===== config.mk =====
export PLATFORM = sky130hd
export DESIGN_NAME = mixer_arb
export DESIGN_NICKNAME = d
export VERILOG_FILES = /design/src/rtl/mixer_arb.sv
export SDC_FILE = /design/constraint.sdc
export NUM_CORES = 1
export LEC_CHECK = 0
export CAP_MARGIN = 20
export CORE_MARGIN = 2
export CORE_UTILIZATION = 54
export CTS_BUF_LIST = sky130_fd_sc_hd__clkbuf_2 sky130_fd_sc_hd__clkbuf_4 sky130_fd_sc_hd__clkbuf_8
export CTS_CLUSTER_SIZE = 40
export DETAILED_ROUTE_END_ITERATION = 8
export GPL_ROUTABILITY_DRIVEN = 0
export GPL_TIMING_DRIVEN = 0
export PLACE_DENSITY = 0.87
export SYNTH_ARGS = -nofsm -noshare
export SYNTH_HDL_FRONTEND = slang
export SYNTH_SLANG_ARGS = --single-unit

===== constraint.sdc =====
create_clock -name sys_clk -period 12.1 [get_ports sys_clk]
set_clock_uncertainty 0.2 [all_clocks]
set_input_delay 2.42 -clock sys_clk [delete_from_list [all_inputs] [get_ports sys_clk]]
set_output_delay 2.42 -clock sys_clk [all_outputs]
set_load 0.03 [all_outputs]

===== src/rtl/mixer_arb.sv =====
// Frame-level round-robin arbiter merging six FWFT byte sources into one output FIFO.
// A granted source owns the output until its EOF word, or until the stall watchdog aborts the frame.
module mixer_arb #(
    parameter int TIMEOUT = 1024
) (
    input  logic        sys_clk,
    input  logic        sys_rst,
    input  logic [8:0]  port0_dout,
    input  logic        port0_empty,
    output logic        port0_rd_en,
    input  logic [8:0]  port1_dout,
    input  logic        port1_empty,
    output logic        port1_rd_en,
    input  logic [8:0]  port2_dout,
    input  logic        port2_empty,
    output logic        port2_rd_en,
    input  logic [8:0]  port3_dout,
    input  logic        port3_empty,
    output logic        port3_rd_en,
    input  logic [8:0]  arp_dout,
    input  logic        arp_empty,
    output logic        arp_rd_en,
    input  logic [8:0]  nic_dout,
    input  logic        nic_empty,
    output logic        nic_rd_en,
    output logic [8:0]  din,
    input  logic        full,
    output logic        wr_en,
    output logic        busy,
    output logic [15:0] abort_count
);

    localparam int            NSRC   = 6;
    localparam int            TW     = (TIMEOUT > 2) ? $clog2(TIMEOUT) : 1;
    localparam bit            TMO_EN = (TIMEOUT > 0);
    localparam logic [TW-1:0] TLAST  = (TIMEOUT > 0) ? TW'(TIMEOUT - 1) : '0;

    typedef enum logic [1:0] {
        S_IDLE  = 2'd0,
        S_XFER  = 2'd1,
        S_ABORT = 2'd2
    } state_t;

    state_t          r_state;
    state_t          w_state_nxt;
    logic [2:0]      r_grant;
    logic [2:0]      r_last;
    logic [TW-1:0]   r_timer;
    logic [8:0]      r_din;
    logic            r_wr_en;
    logic [15:0]     r_abort_cnt;

    // Sources padded to 8 entries so a 3-bit grant index is always in range.
    logic [7:0][8:0] w_dout;
    logic [7:0]      w_empty;
    logic [7:0]      w_req;
    logic [7:0]      w_rd_en;
    logic [8:0]      w_head;
    logic            w_src_empty;
    logic            w_pop;
    logic            w_eof;
    logic            w_starve;
    logic            w_tmo;
    logic            w_any;
    logic [2:0]      w_win;
    logic [2:0]      w_idx;

    assign w_dout  = {9'h000, 9'h000, nic_dout, arp_dout,
                      port3_dout, port2_dout, port1_dout, port0_dout};
    assign w_empty = {2'b11, nic_empty, arp_empty,
                      port3_empty, port2_empty, port1_empty, port0_empty};
    assign w_req   = ~w_empty;

    function automatic logic [2:0] f_next(input logic [2:0] a);
        return (a == 3'(NSRC - 1)) ? 3'd0 : a + 3'd1;
    endfunction

    // Rotating priority: walk last+1, last+2, ... and keep the first requester.
    always_comb begin
        w_any = 1'b0;
        w_win = r_last;
        w_idx = r_last;
        for (int k = 0; k < NSRC; k++) begin
            w_idx = f_next(w_idx);
            if (!w_any && w_req[w_idx]) begin
                w_any = 1'b1;
                w_win = w_idx;
            end
        end
    end

    assign w_head      = w_dout[r_grant];
    assign w_src_empty = w_empty[r_grant];
    assign w_pop       = (r_state == S_XFER) && !w_src_empty && !full;
    assign w_eof       = w_pop && w_head[8];
    assign w_starve    = (r_state == S_XFER) && w_src_empty && !full;
    assign w_tmo       = TMO_EN && w_starve && (r_timer == TLAST);

    always_ff @(posedge sys_clk) begin
        if (sys_rst) r_state <= S_IDLE;
        else         r_state <= w_state_nxt;
    end

    always_comb begin
        w_state_nxt = r_state;
        case (r_state)
            S_IDLE:  if (w_any) w_state_nxt = S_XFER;
            S_XFER: begin
                if (w_eof)      w_state_nxt = S_IDLE;
                else if (w_tmo) w_state_nxt = S_ABORT;
            end
            S_ABORT: if (!full) w_state_nxt = S_IDLE;
            default: w_state_nxt = S_IDLE;
        endcase
    end

    always_comb begin
        w_rd_en = '0;
        if (w_pop) w_rd_en[r_grant] = 1'b1;
    end

    assign busy        = (r_state != S_IDLE);
    assign port0_rd_en = w_rd_en[0];
    assign port1_rd_en = w_rd_en[1];
    assign port2_rd_en = w_rd_en[2];
    assign port3_rd_en = w_rd_en[3];
    assign arp_rd_en   = w_rd_en[4];
    assign nic_rd_en   = w_rd_en[5];

    always_ff @(posedge sys_clk) begin
        if (sys_rst) begin
            r_grant     <= 3'd0;
            r_last      <= 3'(NSRC - 1);
            r_timer     <= '0;
            r_din       <= 9'h000;
            r_wr_en     <= 1'b0;
            r_abort_cnt <= 16'h0000;
        end else begin
            r_wr_en <= 1'b0;
            case (r_state)
                S_IDLE: begin
                    if (w_any) begin
                        r_grant <= w_win;
                        r_last  <= w_win;
                        r_timer <= '0;
                    end
                end
                S_XFER: begin
                    if (w_pop) begin
                        r_din   <= w_head;
                        r_wr_en <= 1'b1;
                        r_timer <= '0;
                    end else if (w_starve && TMO_EN) begin
                        r_timer <= w_tmo ? '0 : r_timer + 1'b1;
                    end
                end
                S_ABORT: begin
                    // Bare EOF marker closes the truncated frame downstream.
                    if (!full) begin
                        r_din   <= 9'h100;
                        r_wr_en <= 1'b1;
                        if (r_abort_cnt != 16'hFFFF) r_abort_cnt <= r_abort_cnt + 16'd1;
                    end
                end
                default: ;
            endcase
        end
    end

    assign din         = r_din;
    assign wr_en       = r_wr_en;
    assign abort_count = r_abort_cnt;

endmodule


==> impl_metrics.yaml <==
timing:
  finalCriticalPeriod_ns: 7.73
  relSlewSlack_pct: 31.1
  setup_total_negative_slack_ns: 0
  layout_worst_path_cycle_share_pct: 63.8
  fmax_ghz: 0.129
  unrepaired_setup_endpoints_after_global_routing: "no"
  timing_hold_violations_final: 0
  finalSetupViolations: 0
  report.final.slew_viol_count: 0
  transition_at_the_pin_with_the_smallest_max_transition_slack_ns: 1.02
global_route:
  grt.total_usage_pct: 28.4
  initial_antenna_violation_count: 0
  first_global_vias: 3631
  grt_pass1_wl_um: 16900
  maximum_number_of_pins_on_one_net_before_global_route_repair: 14
  grt_overflow: 0
die:
  initial_cell_density_of_the_core_pct: 55.4
  floorplan.rows: 29
  die_span_in_y_um: 84.3
  coreArea_um2: 6280
  top_level_ports: 96
  die_outline_area_um2: 7100
  die_x_extent_um: 84.3
setup_path:
  worstRegToRegCells: 18
  critPathKind: "in -> out"
  startpoint: "port1_empty"
  r2r_setup_slack_ns: 6.98
  critPathCaptureType: "primary output"
  worst_r2r_startpoint: "r_grant[1]"
  endpoint: "nic_rd_en"
  regToRegEndpoint: "r_timer[3]"
  arrival_time_at_the_worst_endpoint_ns: 5.11
  worst-endpoint-required_ns: 9.48
  crit_path_start_kind: "primary input"
  maximum_fanout_along_the_worst_path: 8
cells_and_area:
  final_net_count: 610
  drive_gt1_share_pct: 10.4
  post-route-util_pct: 73.4
  num_antenna_cells: 0
  number_of_standard_cells_in_the_layout_taps_in_and_fillers_out: 617
  multi_input_area_um2: 2370
  synthToLayoutAreaGrowth_pct: 32.4
  ff_latch_area_um2: 861
  fillers: 485
synth:
  synth_enable_flop_cells: 0
  syn-num-nets: 509
  synthTopCellsByArea: "sky130_fd_sc_hd__dfxtp_1 (25%), sky130_fd_sc_hd__mux2i_1 (7.2%), sky130_fd_sc_hd__nor2_1 (6.2%), sky130_fd_sc_hd__a21oi_1 (4.5%), sky130_fd_sc_hd__mux2_2 (3.9%)"
  synth_area_leader_cell: "sky130_fd_sc_hd__dfxtp_1"
  post_synth_inst_count: 438
  synthesis.yosys.warnings: 0
  netlist_area_um2: 3480
  area_fraction_of_the_dominant_cell_type_after_synthesis_pct: 24.7
  async_reset_ff_share_pct: 0
  avgSynthCellArea_um2: 7.94
  synth_seq_area_share_pct: 24.7
  cell_variety_after_synth: 69
  synth_seq_cells: 43
  postSynth.topFlopCell: "sky130_fd_sc_hd__dfxtp_1"
clock_network:
  clock-sinks: 43
  cts_repair_resize_count: 0
  post-cts-setup-buffers: 0
  worst_setup_hold_path_clk_slew_ns: 0.08
  clk-insertion-delay-late_ns: 0.30
  cts_hold_buf: 0
  h-tree-depth: 2
  tritoncts: "done"
  cts_buffer_depth: 2
  cts_made_buffers: 5
  ctsRootBufferMaster: "sky130_fd_sc_hd__clkbuf_8"
route:
  drt.antenna.violating_nets: 0
  detail_route.drc_violations: 0
  detail_route.vias_per_cell: 6.05
  num_vias: 3732
  postRouteWirelength_um: 10000
  first_pass_iters: 5
  detail_route.iter0.violations: 200
  post_drt_wl_per_cell_um: 16.3
run:
  drv.max_cap_violation_count: 0
placement:
  detailed_place_hpwl_um: 7680
  placedCellCount: 609
  quantity_of_i_o_buffers_inserted_on_ports: 94
pwr:
  vdd.ir_drop.worst_v: 0.000147
  power_per_cell_area_nw_per_um2: 183
  p_leak_nw: 1.65
run_status:
  run_status: "completed"
worst_hold_path:
  hp-class: "reg -> reg"
[area by class of cell]
cell class                      instances  share of cell area (%)
Tap cell                               77                    2.09
Inverter                               20                    1.63
Sequential cell                        43                    18.7
Clock buffer                            6                    1.66
Clock inverter                          2                   0.272
Timing Repair Buffer                   94                    20.4
Buffer                                 27                    3.70
Multi-Input combinational cell        348                    51.5
[critical path, cell delays in order]
cell and delay (ns):
sky130_fd_sc_hd__clkdlybuf4s50_1 0.48, sky130_fd_sc_hd__mux2i_1 0.23, sky130_fd_sc_hd__mux2i_1 0.10, sky130_fd_sc_hd__o21ai_0 0.46
sky130_fd_sc_hd__nand2_1 0.37, sky130_fd_sc_hd__nor2_1 0.19, sky130_fd_sc_hd__and3_1 0.17, sky130_fd_sc_hd__clkdlybuf4s50_1 0.67
[stage by stage]
| step | hold WS, ns | total power [mW] | setup WS [ns] | instance area (um2) |
|---|---|---|---|---|
| 2_1_floorplan | 0.255 | 0.604 | 5.40 | 3480 |
| 3_3_place_gp | 0.264 | 0.721 | 4.47 | 4520 |
| 3_5_place_dp | 0.277 | 0.737 | 4.46 | 4520 |
| 4_1_cts | 0.286 | 0.830 | 4.43 | 4600 |
| 5_1_grt | 0.308 | 0.903 | 4.19 | 4600 |
| 6_report | 0.290 | 0.842 | 4.37 | 4600 |
[kinds of logic after synthesis]
family                   synth area share, %
AO/OA/AOI/OAI                           20.9
XOR/XNOR                                3.53
adder cells (fa/ha/maj)                 2.88
buffers and inverters                   7.05
flip-flops                              24.7
multiplexers                            14.1
AND/OR/NAND/NOR                         26.9
[placed cells by master, fill, tap and decap left out, types with 4 or more instances in the layout]
master	n
sky130_fd_sc_hd__inv_1	17
sky130_fd_sc_hd__nand3_1	20
sky130_fd_sc_hd__dfxtp_1	43
sky130_fd_sc_hd__a22oi_1	9
sky130_fd_sc_hd__mux2_2	12
sky130_fd_sc_hd__nor2_1	57
sky130_fd_sc_hd__buf_6	6
sky130_fd_sc_hd__clkdlybuf4s50_1	94
sky130_fd_sc_hd__nand2_1	26
sky130_fd_sc_hd__nor4_1	5
sky130_fd_sc_hd__a31oi_1	4
sky130_fd_sc_hd__mux4_2	4
sky130_fd_sc_hd__or3_1	5
sky130_fd_sc_hd__o211ai_1	5
sky130_fd_sc_hd__nand2b_1	5
sky130_fd_sc_hd__and3_1	6
sky130_fd_sc_hd__nand4b_1	4
sky130_fd_sc_hd__nand4_1	8
sky130_fd_sc_hd__clkbuf_8	5
sky130_fd_sc_hd__a21oi_1	31
sky130_fd_sc_hd__ha_1	8
sky130_fd_sc_hd__o21ai_0	24
sky130_fd_sc_hd__or4_1	5
sky130_fd_sc_hd__xnor2_1	6
sky130_fd_sc_hd__mux2i_1	25
sky130_fd_sc_hd__nor3_1	4
sky130_fd_sc_hd__xor2_1	8
sky130_fd_sc_hd__nor2b_1	10
sky130_fd_sc_hd__clkbuf_1	15
[power breakdown]
group          total, mW  switching [mW]  internal (mW)
sequential         0.164         0.00912          0.155
combinational      0.584           0.334          0.250
clock             0.0930          0.0504         0.0426
total              0.842           0.393          0.448
[flip-flops by register name (all words and copies together) (netlist names)]
name	count
r_last	2
din	9
r_grant	3
r_timer	10
r_state	2
abort_count	16
wr_en	1
[Yosys cell counts (all sizes together) (6+ instances only)]
cell,count
nand3,21
nor2,58
o21ai,26
inv,19
nand4,8
clkbuf,15
or4,6
xor2,8
dfxtp,43
nand2,26
nor2b,12
ha,8
mux2,12
nand2b,7
a21oi,31
buf,12
a22oi,9
and3,6
mux2i,26
xnor2,6
[worst min-delay path by stage]
stage                from         end  slack (ns)  depth (start not counted)
3_3_place_gp       din[0]      din[0]        0.26                          2
6_report           din[0]      din[0]        0.29                          2
3_5_place_dp       din[0]      din[0]        0.28                          2
4_1_cts            din[0]      din[0]        0.29                          2
2_1_floorplan  r_state[0]  r_state[0]        0.26                          2
5_1_grt            din[0]      din[0]        0.31                          2
[per-layer routing]
layer	vias up	track usage (%)	wire length, um
li1	1802	-	-
met1	1732	35.7	4160
met2	170	49.4	4940
met3	28	4.72	681
met4	0	8.94	256
met5	-	0	0
Power figures use the tool's default switching activity.
